**src/rtl/riscv_pkg.sv**
```systemverilog
// Shared RISC-V core constants: register-file geometry and base opcodes.
// Decode, scoreboard and the execute stages all use these definitions.
package riscv_pkg;

    localparam int REG_ADDR_W = 5;
    localparam int NUM_REGS   = 32;

    typedef logic [REG_ADDR_W-1:0] reg_addr_t;

    localparam logic [6:0] OP_IMM    = 7'b0010011;
    localparam logic [6:0] OP_LOAD   = 7'b0000011;
    localparam logic [6:0] OP_STORE  = 7'b0100011;
    localparam logic [6:0] OP_BRANCH = 7'b1100011;
    localparam logic [6:0] OP_JAL    = 7'b1101111;
    localparam logic [6:0] OP_JALR   = 7'b1100111;
    localparam logic [6:0] OP_AUIPC  = 7'b0010111;
    localparam logic [6:0] OP_LUI    = 7'b0110111;

endpackage

```
**src/rtl/reg_scoreboard_sat_counter.sv**
```systemverilog
// Saturating up-counter: adds one per enabled cycle and sticks at all-ones.
module sat_counter #(
    parameter int CNT_W = 16
) (
    input  logic             clk,
    input  logic             rst,
    input  logic             inc,
    output logic [CNT_W-1:0] cnt
);

    logic [CNT_W-1:0] cnt_q;
    logic [CNT_W-1:0] cnt_d;

    always_comb begin
        cnt_d = cnt_q;
        if (inc && (cnt_q != {CNT_W{1'b1}})) begin
            cnt_d = cnt_q + 1'b1;
        end
    end

    always_ff @(posedge clk) begin
        if (rst) begin
            cnt_q <= '0;
        end else begin
            cnt_q <= cnt_d;
        end
    end

    assign cnt = cnt_q;

endmodule

```
**src/rtl/reg_scoreboard.sv**
```systemverilog
// Register scoreboard: tracks pending writes per architectural register and
// holds decode on RAW/WAW hazards, counting the stalled cycles.
module reg_scoreboard
    import riscv_pkg::*;
#(
    parameter bit WB_BYPASS = 1'b1,
    parameter int CNT_W     = 16
) (
    input  logic             clk,
    input  logic             rst,
    input  logic             issue_valid,
    input  logic [4:0]       issue_src1,
    input  logic [4:0]       issue_src2,
    input  logic [4:0]       issue_dest,
    output logic             issue_ready,
    input  logic             wb_valid,
    input  logic [4:0]       wb_rd,
    input  logic             flush,
    output logic [31:0]      busy_vec,
    output logic [CNT_W-1:0] stall_cnt
);

    // x0 never has a pending write, so only bits 31:1 are stored.
    logic [NUM_REGS-1:1] busy_q;
    logic [NUM_REGS-1:1] busy_d;
    logic [NUM_REGS-1:0] eb;
    logic [NUM_REGS-1:0] busy_nxt;
    logic                hazard;
    logic                fire;
    logic                stall_inc;

    always_comb begin
        eb = {busy_q, 1'b0};
        if (WB_BYPASS && wb_valid) begin
            eb[wb_rd] = 1'b0;
        end

        hazard      = eb[issue_src1] | eb[issue_src2] | eb[issue_dest];
        issue_ready = ~hazard & ~flush;
        fire        = issue_valid & issue_ready;
        stall_inc   = issue_valid & ~issue_ready & ~flush;

        // Clear first, then set, so a same-cycle set on wb_rd wins.
        busy_nxt = {busy_q, 1'b0};
        if (wb_valid) begin
            busy_nxt[wb_rd] = 1'b0;
        end
        if (fire) begin
            busy_nxt[issue_dest] = 1'b1;
        end
        if (flush) begin
            busy_nxt = '0;
        end
        busy_d = busy_nxt[NUM_REGS-1:1];
    end

    always_ff @(posedge clk) begin
        if (rst) begin
            busy_q <= '0;
        end else begin
            busy_q <= busy_d;
        end
    end

    assign busy_vec = {busy_q, 1'b0};

    sat_counter #(
        .CNT_W (CNT_W)
    ) u_stall_cnt (
        .clk (clk),
        .rst (rst),
        .inc (stall_inc),
        .cnt (stall_cnt)
    );

endmodule

```
**config.mk**
```make
export PLATFORM = sky130hd
export DESIGN_NAME = reg_scoreboard
export DESIGN_NICKNAME = d
export VERILOG_FILES = /design/src/rtl/riscv_pkg.sv /design/src/rtl/reg_scoreboard_sat_counter.sv /design/src/rtl/reg_scoreboard.sv
export SDC_FILE = /design/constraint.sdc
export NUM_CORES = 1
export LEC_CHECK = 0
export BUFFER_PORTS_ARGS = -buffer_cell sky130_fd_sc_hd__buf_2
export CORE_UTILIZATION = 56
export CTS_BUF_LIST = sky130_fd_sc_hd__clkbuf_2 sky130_fd_sc_hd__clkbuf_4 sky130_fd_sc_hd__clkbuf_8
export DETAILED_ROUTE_END_ITERATION = 7
export PLACE_DENSITY_LB_ADDON = 0.12
export SLEW_MARGIN = 20
export SYNTH_ARGS = -nofsm -noshare
export SYNTH_HDL_FRONTEND = slang
export SYNTH_SLANG_ARGS = --single-unit
```
**constraint.sdc**
```tcl
create_clock -name clk -period 3.92 [get_ports clk]
set_input_delay 0.196 -clock clk [delete_from_list [all_inputs] [get_ports clk]]
set_output_delay 0.196 -clock clk [all_outputs]
set_load 0.01 [all_outputs]
```
[Word level (Yosys, flattened, before mapping)]
Cells that the tools add are included.
Widths: inputs -> output; s select.
Cells by class
  mux-type cells: 12
  order comparisons: 6
  reduce and logical (&&, ||, !) cells: 4
  $add $sub $neg: 1
  equality and inequality tests: 1
  bitwise gates (word level): 12
Operators by type and width (number)
  $mux 32: 2
  $and 32x32->32: 1
  $not 32->32: 1
  $or 32x32->32: 1
  $lt 5x6->1 const B: 4
  $add 16x1->16 const B: 1
  $ne 16x16->1 const B: 1
  $bmux 1 s5: 3
  $demux 1 s5: 2
  $ge 5x1->1 const B: 2
  $mux 1: 5
  $and 1x1->1: 4
  $logic_and 1x1->1: 3
  $not 1->1: 3
  $or 1x1->1: 2
  $reduce_or 2->1: 1
Word-level totals
  logic and storage cells: 38
  register bits after elaboration: 47
  output and inout port bits: 49
  input bits: 25

[Logic depth before layout (Yosys ltp)]
Gate-level depths: netlist of the first run.
  depth in word-level cells: 17
  mapped depth: 13
  mapped depth without buffers: 9

[Hierarchy]
A second synthesis of the first run with hierarchy kept.
Second synthesis, totals
  cells, all modules: 404
  area, all modules: 3230.6 sq um
By module, submodules not included
  reg_scoreboard: instances 1, cells each 305, seq. area each 620.6 sq um, area an instance 2382.3 sq um
  sat_counter: instances 1, cells each 99, seq. area each 320.3 sq um, area an instance 848.3 sq um

[Worst setup path before layout of the first run]
OpenSTA, ideal clock, no wires.
  kind: input port to flip-flop
  start point: input issue_dest[1]
  end point: register busy_q[25] in the netlist's numbering
  data arrival time: 2.922 ns
  stages on the path: 13
  library setup time: 0.076 ns
  data required time: 3.844 ns
  buffers on the path: 4
  slack: 0.922 ns
  cells stage by stage: buf_2 > buf_1 > mux2i_1 > nor3_1 > a2111oi_0 > o32a_1 > nand3_1 > a2111oi_4 > and2_1 > buf_2 > or3b_1 > buf_2 > o22ai_2
On the way
  word-level cells in the longest chain between the ends: 7
  elaborated cells between the ends (all ways): 13
  classes of those cells: 2 x order compare; 5 x mux; 5 x bitwise; 1 x reduce/logical
Ends and longest elaborated chain
  from (decl): line reg_scoreboard.sv:14  | input logic [4:0] issue_dest,
  $bmux 1 s5: line reg_scoreboard.sv:38  | hazard = eb[issue_src1] | eb[issue_src2] | eb[issue_dest];
  $mux 1 (implied by the code): line reg_scoreboard.sv:38
  $or 1x1->1: line reg_scoreboard.sv:38
  $not 1->1: line reg_scoreboard.sv:39  | issue_ready = ~hazard & ~flush;
  $and 1x1->1: line reg_scoreboard.sv:39
  named net issue_ready: line reg_scoreboard.sv:15  | output logic issue_ready,
  $and 1x1->1: line reg_scoreboard.sv:40  | fire = issue_valid & issue_ready;
  $mux 32: line reg_scoreboard.sv:48  | if (fire) begin
  to (signal assigned): line reg_scoreboard.sv:61  | busy_q <= busy_d;
  to (decl): line reg_scoreboard.sv:24  | logic [NUM_REGS-1:1] busy_q;
The timed path passes the listed nets, and every way through them passes these cells. The select of a mux whose other input is x is not followed.
A chain may end at the register's enable or synchronous reset.

[Worst setup path after layout of the first run]
  start point: input issue_dest[1]
  end point: register busy_q[10] in the netlist's numbering
On the way
  word-level cells in the longest chain between the ends: 7
  elaborated cells between the ends (all ways): 13
  classes of those cells: 2 x order compare; 5 x mux; 5 x bitwise; 1 x reduce/logical
Ends and longest elaborated chain (line)
  $bmux 1 s5: reg_scoreboard.sv:38
  $mux 1 (implied by the code): reg_scoreboard.sv:38
  $or 1x1->1: reg_scoreboard.sv:38
  $not 1->1: reg_scoreboard.sv:39
  $and 1x1->1: reg_scoreboard.sv:39
  $and 1x1->1: reg_scoreboard.sv:40
  $mux 32 *: reg_scoreboard.sv:48
Every way passes the cells marked *; elsewhere a longest branch is shown, timed or not. The select of a mux whose other input is x is not followed.

==> results of run 1 <==
layer usage:
metal | GRT usage (%) | share of wire (%) | vias to the layer above
li1 | - | - | 1654
met1 | 41.5 | 39 | 1704
met2 | 58.7 | 47 | 227
met3 | 6.05 | 8.7 | 47
met4 | 21.7 | 5.2 | 0
met5 | 0 | 0 | -
state kept, by name, indices dropped and copies added, names as in the netlist:
signal / cells
u_stall_cnt.cnt: 16
busy_q: 31
final timing paths:
kind / endpoint / cells after the start
worst max-delay path: busy_q[10]$_SDFF_PP0_ / 10
worst min-delay path: busy_q[12]$_SDFF_PP0_ / 3
worst max register to register: busy_q[10]$_SDFF_PP0_ / 9
worst min register to register: u_stall_cnt.cnt[14]$_SDFFE_PP0P_ / 2
per-stage QoR:
step	total power [uW]	util (%)
CTS	957	66.9
global route	991	66.9
floorplan	600	-
detailed placement	645	65.2
global placement	644	65.2
finish	961	66.9
logic make-up after synthesis:
logic type                 count (synthesis)  share of synthesized area (%)
and+or+nand+nor                          133                           22.3
AOI/OAI and AO/OA                        131                           29.3
buffers and inverters                     48                           5.97
DFF                                       47                           28.6
muxes                                     35                           12.0
xor gates and xnor gates                   5                           1.33
adders and majority gates                  1                          0.380
other                                      1                          0.114
critical path, cell delays in order:
cell and delay [ns]:
sky130_fd_sc_hd__buf_2 0.35, sky130_fd_sc_hd__xor2_1 0.27, sky130_fd_sc_hd__o311ai_0 0.40, sky130_fd_sc_hd__o31ai_1 0.19, sky130_fd_sc_hd__mux2_2 0.30, sky130_fd_sc_hd__a22o_1 0.21
sky130_fd_sc_hd__a2111oi_4 0.39, sky130_fd_sc_hd__and2_1 0.25, sky130_fd_sc_hd__nand2_1 0.36, sky130_fd_sc_hd__o32ai_1 0.42
power groups by stage:
stage                     clock, uW  combinational [uW]  sequential, uW
after global routing            342                 168             481
after CTS                       322                 154             481
after floorplan                   0                 107             493
after detailed placement          0                 153             492
after global placement            0                 152             492
final                           321                 159             481
cell type report:
class	instances	area [um2]
flip-flops and latches	47	941
clock inverters	2	16.3
multi-input cells	306	2150
repair buffers	77	398
well taps	72	90.1
fillers	493	1840
inverters	14	52.6
clock buffers	6	82.6
layout by cell type, fill, tap and decap left out, types with 5 or more instances in the layout:
cell	synthesis	final
sky130_fd_sc_hd__nand3_1	14	14
sky130_fd_sc_hd__o22ai_2	8	8
sky130_fd_sc_hd__nor2b_1	10	10
sky130_fd_sc_hd__inv_1	14	14
sky130_fd_sc_hd__nand2b_1	8	8
sky130_fd_sc_hd__mux2i_1	18	18
sky130_fd_sc_hd__mux2_2	15	15
sky130_fd_sc_hd__buf_4	1	5
sky130_fd_sc_hd__dfxtp_1	47	47
sky130_fd_sc_hd__o211ai_1	7	7
sky130_fd_sc_hd__o32ai_1	13	13
sky130_fd_sc_hd__nand4_1	12	12
sky130_fd_sc_hd__a21oi_1	12	12
sky130_fd_sc_hd__nor3_1	17	17
sky130_fd_sc_hd__a22oi_1	5	5
sky130_fd_sc_hd__o22ai_1	13	13
sky130_fd_sc_hd__o311ai_0	6	6
sky130_fd_sc_hd__nand2_1	18	18
sky130_fd_sc_hd__o31ai_1	5	5
sky130_fd_sc_hd__nor2_1	26	26
sky130_fd_sc_hd__buf_2	10	72
sky130_fd_sc_hd__clkbuf_8	0	6
sky130_fd_sc_hd__o21ai_0	32	32
==> results.txt, run 1 <==
The number of enable flip-flop cells after synthesis is 0. The congestion estimate from routability-driven global placement came to 0.946. The path class of the tightest hold or removal check is in -> reg. The maximum achievable frequency came out at between 0.3 and 0.4 GHz. The remaining number of nets flagged by the antenna check after routing came out at 0.

In the post-synthesis netlist, the biggest area contributors are sky130_fd_sc_hd__dfxtp_1 (29%), sky130_fd_sc_hd__mux2i_1 (5.5%), sky130_fd_sc_hd__mux2_2 (5.1%). The mean area per synthesized cell is 8.20 um2. The switching share of total power came out at 30.0%. The count of TritonRoute iterations in the first routing pass came out at 7. In this run the worst path has a maximum fanout of 16.

The worst pin sits at a relative slew slack of 54.0%. The internal portion of the total power is roughly 670 uW. The highest ir drop seen on vdd came out at 221 uV. The top cell type by area accounts for 28.6% of the synthesized area.

After detailed placement, the design holds a cell count of ~520. The flow ran to the end, and the final reports show no timing, DRC or antenna violations. For this block, the initial DRC count from the detailed router was 465. The biggest area consumer among synthesized cells is sky130_fd_sc_hd__dfxtp_1. The sequential fraction of design power came out at around half.

The arrival time of the worst setup path is ~3.4 ns. The total power density per cell area came out at 257 nW/um2. The final layout net count is roughly 480. The start of the worst register-to-register path is busy_q[25]$_SDFF_PP0_. The number of H-tree branching levels came out at 2. The horizontal die dimension came out at between 70 and 80 um.

The number of standard-cell rows in the floorplan is 27. The transition time at the pin with the least slew margin came out at between 0.6 and 0.7 ns. Summed over all failing endpoints, the final setup total negative slack is 0 ns. The count of cells resized by post-cts repair came out at 0. 0 antenna diodes ended up in the layout. The number of standard cells after synthesis is 401. Counting instances in the post-synthesis netlist gives the leading cell types as sky130_fd_sc_hd__dfxtp_1 (47), sky130_fd_sc_hd__o21ai_0 (32), sky130_fd_sc_hd__nor2_1 (26). The flop and latch count out of synthesis came out at 47. The total vias in the final route came out at 3632. The source-to-sink clock delay at the later pin of the worst-skew pair is 0.31 ns.

Hold repair after CTS inserted 0 buffers. The switching power summed over all nets is approximately 290 uW. The number of max-slew violations in the final report came out at 0.

Relative to the synthesized area, the layout overhead comes to 13.5%. The y dimension of the die came out at ~79 um. After synthesis the cells add up to about 3300 um2. The maximum buffer depth of the clock tree is 2. The worst setup slack for register-to-register paths is 0.97 ns. The top-level I/O count came out at 74. Global routing consumed, over all layers together, 35.1% of the routing resources.

The hold violation count in the final report was 0. The relative contribution of the clock network to total power is between 30% and 40%. The yosys synthesis warning count came out at 0. The number of sinks handled by clock tree synthesis is 47.

The half-perimeter wire length after placement is 7.99 mm. The most common cell in the synthesized netlist is sky130_fd_sc_hd__dfxtp_1. The number of global-route vias before repair came out at 3296. The TritonCTS buffer count is 5.

The starting utilization of the core area is 59.0%. When the netlist entered floorplanning its net count stood at 427. The final critical-path share of the clock period is around 80%.

Subtracting the final worst setup slack from the clock period gives 3.15 ns. The number of vias per cell after detailed routing is 6.93. Entering global routing, the biggest net connects 33 pins. Of all flip-flops after synthesis, the portion carrying an async set or reset was 0%. The max-capacitance violation count came out at 0. In the final layout, the share of cells above drive strength 1 is 25.7%. In the final routed layout, each cell accounts on average for 20.6 um.

Setup repair after global routing left no endpoint under its margin. The worst clock skew came out at 0.00370 ns. Post-CTS timing repair inserted 0 buffers for setup. The number of cells in the finished layout apart from fillers is 524. The final routed DRC violation total is 0.

The total die area came out at between 6000 and 7000 um2. The worst hold path begins at issue_valid. Among all flip-flop cells after synthesis, the most frequent one is sky130_fd_sc_hd__dfxtp_1. The logic gate share of total power came out at about 17%. The worst hold-check slack came out at about 0.2 ns.

The clock transition at the register clock pins on the worst setup and hold paths after CTS came out at ~0.090 ns. The setup slack of the critical path after layout is 0.774 ns. The placed standard-cell area is 3630 um2. At the worst endpoint, the required time is approximately 4.1 ns. Tracing the worst setup path back leads to its startpoint at issue_dest[1].

The number of buffer cells added on primary ports came out at 72. The cell sitting at the root of the clock tree is a sky130_fd_sc_hd__clkbuf_8. The worst setup path is launched from an input port. The first global-routing pass estimated between 15 and 20 mm of wire. Timing analysis after detailed placement gives a worst setup slack of roughly 0.55 ns. The number of distinct standard cells referenced by the synthesized netlist is 62. TritonCTS built the clock tree. The total area inside the core boundary comes to ~5600 um2.

STA classifies the critical path endpoint as a flip-flop. The total leakage power came out at 0.00141 uW. The total setup violations reported at the end of the flow came out at 0. The total wirelength of the detailed-routed design is around 11 mm. The number of antenna violations at the first check in global routing came out at 0. The worst setup path is of the in -> reg kind. The cell area after layout is 3730 um2. The total overflow reported by the global router is 0. Sequential elements use 28.6% of the synthesized area.
No activity file was read; power rests on OpenSTA's default activity.
==> run 2: changes to the inputs <==
Clock period 3.92 ns to 2.91 ns, I/O delays scaled along.
==> results.txt, run 2 (same netlist as run 1, synthesis figures left out) <==
The total overflow reported by the global router is 0 (unchanged). The clock transition at the register clock pins on the worst setup and hold paths after CTS is 0.09 ns (about the same). The final routed DRC violation total was 0 (unchanged). The number of standard-cell rows in the floorplan came out at 27 (unchanged). The maximum achievable frequency came out at 0.362 GHz. The arrival time of the worst setup path was 2.99 ns (-0.36 ns). The half-perimeter wire length after placement was 8.93 mm (+12%). The number of buffer cells added on primary ports is 72 (unchanged). The worst hold-check slack came out at 0.169 ns (-0.0319 ns). The count of TritonRoute iterations in the first routing pass came out at 7 (unchanged). The worst clock skew came out at 0.00391 ns (+0.000215 ns). The number of buffers inserted for hold repair after clock tree synthesis came out at 0 (unchanged). The placed standard-cell area was 4030 um2 (+11%). The maximum buffer depth of the clock tree came to 2 (unchanged). The time the worst path needs with I/O delays and setup came out at 2.76 ns.

The largest stage delay on the critical path is 0.44 ns (+0.02 ns). The source-to-sink clock delay at the later pin of the worst-skew pair was 0.30 ns (about the same). The number of antenna violations at the first check in global routing came out at 0 (unchanged). The global-route wire length before repair came out at 18.6 mm (+13%). The largest driver fanout on the critical path came to 4 (-12). The hold violation count in the final report is 0 (unchanged). The kind of start point of the critical path is a flip-flop. The leading cell type in the layout, fill and taps excluded is sky130_fd_sc_hd__buf_2.

In the layout the commonest cells are sky130_fd_sc_hd__buf_2 (72), sky130_fd_sc_hd__buf_4 (59), sky130_fd_sc_hd__dfxtp_1 (47), sky130_fd_sc_hd__o21ai_0 (32), sky130_fd_sc_hd__nor2_1 (26). The total die area came to 6180 um2 (unchanged). The number of vias per cell after detailed routing is 6.83 (-1.5%).

The TritonCTS buffer count is 5 (unchanged). The final layout net count was 531 (+11%). The total wirelength of the detailed-routed design is 11.8 mm (+9.6%). The area growth from synthesis to layout is 26.1%. The launch point of the worst path is busy_q[31]$_SDFF_PP0_.

The cell area after layout came out at 4150 um2 (+11%). The number of max-slew violations in the final report came out at 0 (unchanged). The number of H-tree branching levels is 2 (unchanged). For this design, the slowest cell found on the critical path is sky130_fd_sc_hd__a2111oi_2.

The area of the core was 5570 um2 (unchanged). Setup repair after global routing left no endpoint under its margin. The kind of cell adding the most delay to the critical path is compound AO/OA/AOI/OAI gates.

The worst register-to-register path begins at busy_q[31]$_SDFF_PP0_. The number of sinks handled by clock tree synthesis is 47 (unchanged). The remaining number of nets flagged by the antenna check after routing came out at 0 (unchanged).

The worst path uses a little over nine tenths of the clock period. The y dimension of the die was 78.6 um (unchanged). The total setup violations reported at the end of the flow is 0 (unchanged). The placer's final routability congestion estimate came out at 1.01 (+6.5%). The transition time at the pin with the least slew margin is 0.698 ns (+0.00765 ns).

STA classifies the critical path endpoint as a flip-flop. The maximum number of pins on one net before global-route repair is 33 (unchanged). The count of antenna diodes in the layout is 0 (unchanged). The register with the most flip-flops in the final layout is busy_q. The flip-flop count of the largest register after layout is 31 (unchanged). The worst max-slew margin expressed relative to the limit came to 53.5% (-0.51 points). The CTS tree is yes. The flow ran to the end, and the final reports show no timing, DRC or antenna violations. The required arrival time at the worst endpoint came out at 3.14 ns (-0.99 ns).

The top-level I/O count was 74 (unchanged). The startpoint identified for the worst hold timing path is issue_valid. The highest ir drop seen on vdd is 259 uV (+17%). The number of global-route vias before repair came out at 3679 (+12%). The total power density per cell area was 322 nW/um2 (+25%). The critical path goes through mux2i_1, nor2b_1, a2111oi_2, o32a_1, nand3_1, a2111oi_4, and2_1, or3b_1, buf_4, o22ai_2. The overall routing resource usage is 39.2% (+4.1 points). The max-capacitance violation count came out at 0 (unchanged). The total vias in the final route came to 3947 (+8.7%).

The fraction of final layout cells sized beyond drive strength 1 is 34.0% (+8.3 points). The path type of the worst setup path is reg -> reg. In this run the clock root is driven by a sky130_fd_sc_hd__clkbuf_8. The violation count after the first detailed-routing iteration is 501 (+7.7%). The total leakage power was 0.00165 uW (+17%). The horizontal die dimension is 78.6 um (unchanged). The path class of the tightest hold or removal check is in -> reg. The number of buffer and inverter stages on the critical path came out at 1 (unchanged).

The number of fillers in the final layout came out at 446 (-9.5%). The starting utilization of the core area came to 59.0% (unchanged). The final routed wire length divided by cell count is 20.5 um (-0.61%).
run 2: changes by cell type in the layout (fill, tap and decap cells not counted):
cell                        change
sky130_fd_sc_hd__buf_4         +54
sky130_fd_sc_hd__a2111oi_0      -1
sky130_fd_sc_hd__a2111oi_2      +1
sky130_fd_sc_hd__mux2i_1        -1
sky130_fd_sc_hd__mux2i_2        +1
run 2: layout make-up:
type,instances,area [um2],share of cell area (%)
Tap cell,72,90.1,2.17
Timing Repair Buffer,131,803,19.4
Clock inverter,2,16.3,0.392
Sequential cell,47,941,22.7
Clock buffer,6,82.6,1.99
Inverter,14,52.6,1.27
Multi-Input combinational cell,306,2160,52.1
run 2: stage by stage:
step	instances	utilization (%)	power [uW]	setup slack, ns	setup TNS (ns)
floorplan	401	-	808	0.0414	0
global placement	569	72.3	899	-0.0982	-0.755
detailed placement	569	72.3	903	-0.0499	-0.282
CTS	577	74.1	1320	0.0792	0
global route	578	74.4	1380	0.0237	0
finish	578	74.4	1340	0.148	0
run 2: layer usage:
layer | GRT usage, % | part of all wire, % | wire length, um | vias up
li1 | - | - | - | 1756
met1 | 49.4 | 40 | 4760 | 1854
met2 | 64.3 | 47 | 5530 | 288
met3 | 6.63 | 9.0 | 1060 | 49
met4 | 19.1 | 4.0 | 478 | 0
met5 | 0 | 0 | 0 | -
run 2: power breakdown:
part / switching [uW] / total, uW / leakage (uW) / internal (uW)
sequential: 3.21 / 648 / 0.000379 / 645
combinational: 159 / 252 / 0.00122 / 92.5
clock: 241 / 436 / 0.0000474 / 194
run 2: path summary, 6_finish.rpt:
kind	endpoint	slack [ns]	cells after the start
worst max-delay path	busy_q[9]$_SDFF_PP0_	0.15	10
worst min-delay path	busy_q[12]$_SDFF_PP0_	0.17	3
worst max register to register	busy_q[9]$_SDFF_PP0_	0.15	10
worst min register to register	u_stall_cnt.cnt[14]$_SDFFE_PP0P_	0.51	2
run 2: worst register-to-register path, stage by stage (launching register included):
cell                        delay [ns]
sky130_fd_sc_hd__dfxtp_1          0.36
sky130_fd_sc_hd__mux2i_1          0.16
sky130_fd_sc_hd__nor2b_1          0.10
sky130_fd_sc_hd__a2111oi_2        0.44
sky130_fd_sc_hd__o32a_1           0.23
sky130_fd_sc_hd__nand3_1          0.12
sky130_fd_sc_hd__a2111oi_4        0.40
sky130_fd_sc_hd__and2_1           0.21
sky130_fd_sc_hd__or3b_1           0.39
sky130_fd_sc_hd__buf_4            0.18
sky130_fd_sc_hd__o22ai_2          0.11
run 2: what timing repair did:
item | 4_1_cts | 5_1_grt
resized for setup | 1 | 2
setup buffers | 0 | 1
setup endpoints to repair | 3 | 40
pin swaps | 0 | 2
gates cloned | 0 | 0
==> run 3: changes to the inputs <==
Settings changed: CORE_UTILIZATION 56 to 45.
==> results.txt, run 3 (same netlist as run 1, synthesis figures left out) <==
The largest driver fanout on the critical path is 4 (unchanged). The combined flip-flop and latch cell area is 941 um2 (unchanged). The total wirelength of the detailed-routed design came out at 11.6 mm (-1.8%). Ranked by flip-flop count, first place goes to busy_q. The worst clock skew is 0.00595 ns (+0.00204 ns). The total leakage power came to 0.00166 uW (+0.69%). The hold violation count in the final report is 0 (unchanged).

The required arrival time at the worst endpoint was 3.14 ns (about the same). The total die area is 7650 um2 (+24%). The total overflow reported by the global router is 0 (unchanged). The count of antenna diodes in the layout was 0 (unchanged). The violation count after the first detailed-routing iteration came out at 422 (-16%). The number of global-route vias before repair is 3386 (-8.0%).

The placer's final routability congestion estimate came out at 0.965 (-4.2%). The run finished with clean final reports. The remaining number of nets flagged by the antenna check after routing is 0 (unchanged). The area of the multi-input gates came to 2160 um2 (-0.17%). The buffer type at the clock tree root is sky130_fd_sc_hd__clkbuf_8. The final routed wire length divided by cell count came out at 19.2 um (-6.0%). The worst hold-check slack was 0.188 ns (+0.0194 ns). The critical path is of the reg -> reg type. The half-perimeter wire length after placement came out at 8.91 mm (-0.13%).

The area of the core came out at 6940 um2 (+25%). The horizontal die dimension came out at 87.5 um (+11%). The count of TritonRoute iterations in the first routing pass is 5 (-2). The y dimension of the die is 87.5 um (+11%). The flip-flop count of the largest register after layout was 31 (unchanged). Compared with the post-synthesis result, the final layout area differs by 27.0%.

The source-to-sink clock delay at the later pin of the worst-skew pair came out at 0.31 ns (about the same). The overall routing resource usage came out at 30.8% (-8.4 points). The top cell types in the final layout, fill and taps aside, are sky130_fd_sc_hd__buf_2 (72), sky130_fd_sc_hd__buf_4 (61), sky130_fd_sc_hd__dfxtp_1 (47), sky130_fd_sc_hd__o21ai_0 (32), sky130_fd_sc_hd__nor2_1 (26). The worst setup path is launched from a flip-flop. The total power density per cell area came out at 314 nW/um2 (-2.4%). The library cell used most frequently in the layout, excluding fill and tap cells, is sky130_fd_sc_hd__buf_2. The TritonCTS buffer count came out at 5 (unchanged).

The kind of end point of the critical path is a flip-flop. The time the worst path needs with I/O delays and setup came out at 2.84 ns (+0.0748 ns). The maximum buffer depth of the clock tree is 2 (unchanged). The clock transition at the register clock pins on the worst setup and hold paths after CTS is 0.09 ns (about the same). The setup total negative slack is 0 ns (unchanged). The number of H-tree branching levels is 2 (unchanged).

The logic gate share of total power is 19.5% (+0.6 points). The total vias in the final route is 3801 (-3.7%). The top-level I/O count came out at 74 (unchanged). Setup repair after global routing left no endpoint under its margin. The cell area after layout came out at 4180 um2 (+0.72%). The number of standard-cell rows in the floorplan was 30 (+11%). The number of antenna violations at the first check in global routing is 0 (unchanged). The number of buffers inserted to repair setup after CTS is 0 (unchanged). The final critical-path share of the clock period came out at 97.5% (+2.6 points). The max-capacitance violation count came out at 0 (unchanged). The global-route wire length before repair is 17.9 mm (-3.7%).

The number of max-slew violations in the final report came out at 0 (unchanged). The fraction of final layout cells sized beyond drive strength 1 is 34.1% (+0.063 points). The number of sinks handled by clock tree synthesis is 47 (unchanged). The tightest min-delay check is of the in -> reg type. The total setup violations reported at the end of the flow is 0 (unchanged).

The maximum achievable frequency came out at 0.352 GHz (-2.6%). The count of placed standard cells including taps came out at 596 (+4.7%). The maximum number of pins on one net before global-route repair came out at 33 (unchanged). The worst max-slew margin expressed relative to the limit was 54.1% (+0.66 points). The number of buffer cells added on primary ports is 72 (unchanged). The arrival time of the worst setup path is 3.07 ns (+0.08 ns). TritonCTS built the clock tree. The relative contribution of the clock network to total power came to 31.1% (-1.5 points). The number of cells in the finished layout apart from fillers came to 604 (+4.5%). The internal cell power is 912 uW (-2.2%). The placed standard-cell area is 4080 um2 (+1.3%). The switching power summed over all nets is 401 uW (-0.64%). The final routed DRC violation total came out at 0 (unchanged). The transition time at the pin with the least slew margin came out at 0.688 ns (-0.00983 ns). The final layout net count came out at 533 (+0.38%). The sequential fraction of design power is 49.4% (+0.9 points). The highest ir drop seen on vdd is 254 uV (-1.6%). The starting utilization of the core area came out at 47.4% (-12 points). The number of vias per cell after detailed routing came out at 6.29 (-7.8%).

The switching share of total power came out at 30.6% (+0.33 points). The number of fillers in the final layout was 639 (+43%).
==> run 3: cell types whose count changed in the layout (fill, tap and decap cells not counted), sizes merged <==
cell,before,now
buf,131,133
clkinv,1,2
clkbuf,6,5
clkinvlp,1,0
inv,14,15
==> run 3: final timing paths <==
| kind | from | endpoint | slack, ns | cells past startpoint |
|---|---|---|---|---|
| max | busy_q[25]$_SDFF_PP0_ | busy_q[13]$_SDFF_PP0_ | 0.07 | 10 |
| min reg2reg | u_stall_cnt.cnt[14]$_SDFFE_PP0P_ | u_stall_cnt.cnt[14]$_SDFFE_PP0P_ | 0.51 | 2 |
| max reg2reg | busy_q[25]$_SDFF_PP0_ | busy_q[13]$_SDFF_PP0_ | 0.07 | 10 |
| min | issue_valid | busy_q[12]$_SDFF_PP0_ | 0.19 | 3 |
==> run 3: cell type report <==
type / instances / area share, %
Clock buffer: 5 / 1.65
Clock inverter: 3 / 0.449
Inverter: 14 / 1.26
Multi-Input combinational cell: 306 / 51.6
Sequential cell: 47 / 22.5
Tap cell: 96 / 2.88
Timing Repair Buffer: 133 / 19.6
==> run 3: what timing repair did <==
item | 4_1_cts | 5_1_grt
setup endpoints to repair | 0 | 14
endpoints found under the hold margin | 0 | 0
resized for setup | 0 | 3
hold buffers | 0 | 0
==> run 3: per-stage QoR <==
stage / total power, uW / utilization, % / setup WS (ns)
final: 1310 / 60.1 / 0.0727
after global routing: 1360 / 60.1 / 0.00234
after CTS: 1310 / 60.1 / 0.124
after detailed placement: 910 / 58.8 / -0.0786
after global placement: 910 / 58.8 / -0.0304
after floorplan: 808 / - / 0.0414
==> run 3: critical path, cell delays in order (launching register included) <==
cell and delay (ns):
sky130_fd_sc_hd__dfxtp_1 0.35, sky130_fd_sc_hd__mux2_2 0.27, sky130_fd_sc_hd__o311ai_1 0.09, sky130_fd_sc_hd__o31ai_1 0.17, sky130_fd_sc_hd__a32o_1 0.30, sky130_fd_sc_hd__a22o_1 0.26
sky130_fd_sc_hd__a2111oi_4 0.37, sky130_fd_sc_hd__and2_1 0.24, sky130_fd_sc_hd__or3b_1 0.41, sky130_fd_sc_hd__buf_4 0.18, sky130_fd_sc_hd__o22ai_2 0.11
==> run 3: power groups by stage <==
stage / logic (uW) / clock network [uW] / registers [uW]
CTS: 249 / 414 / 648
global placement: 247 / 0 / 663
finish: 256 / 409 / 648
floorplan: 144 / 0 / 664
global route: 272 / 439 / 648
detailed placement: 247 / 0 / 663
==> run 3: layer usage <==
layer | track usage (%) | up-vias | wire, um
met2 | 45.8 | 252 | 5040
met3 | 5.88 | 32 | 1150
met4 | 12.8 | 0 | 379
met1 | 43.3 | 1749 | 5040
met5 | 0 | - | 0
li1 | - | 1768 | -
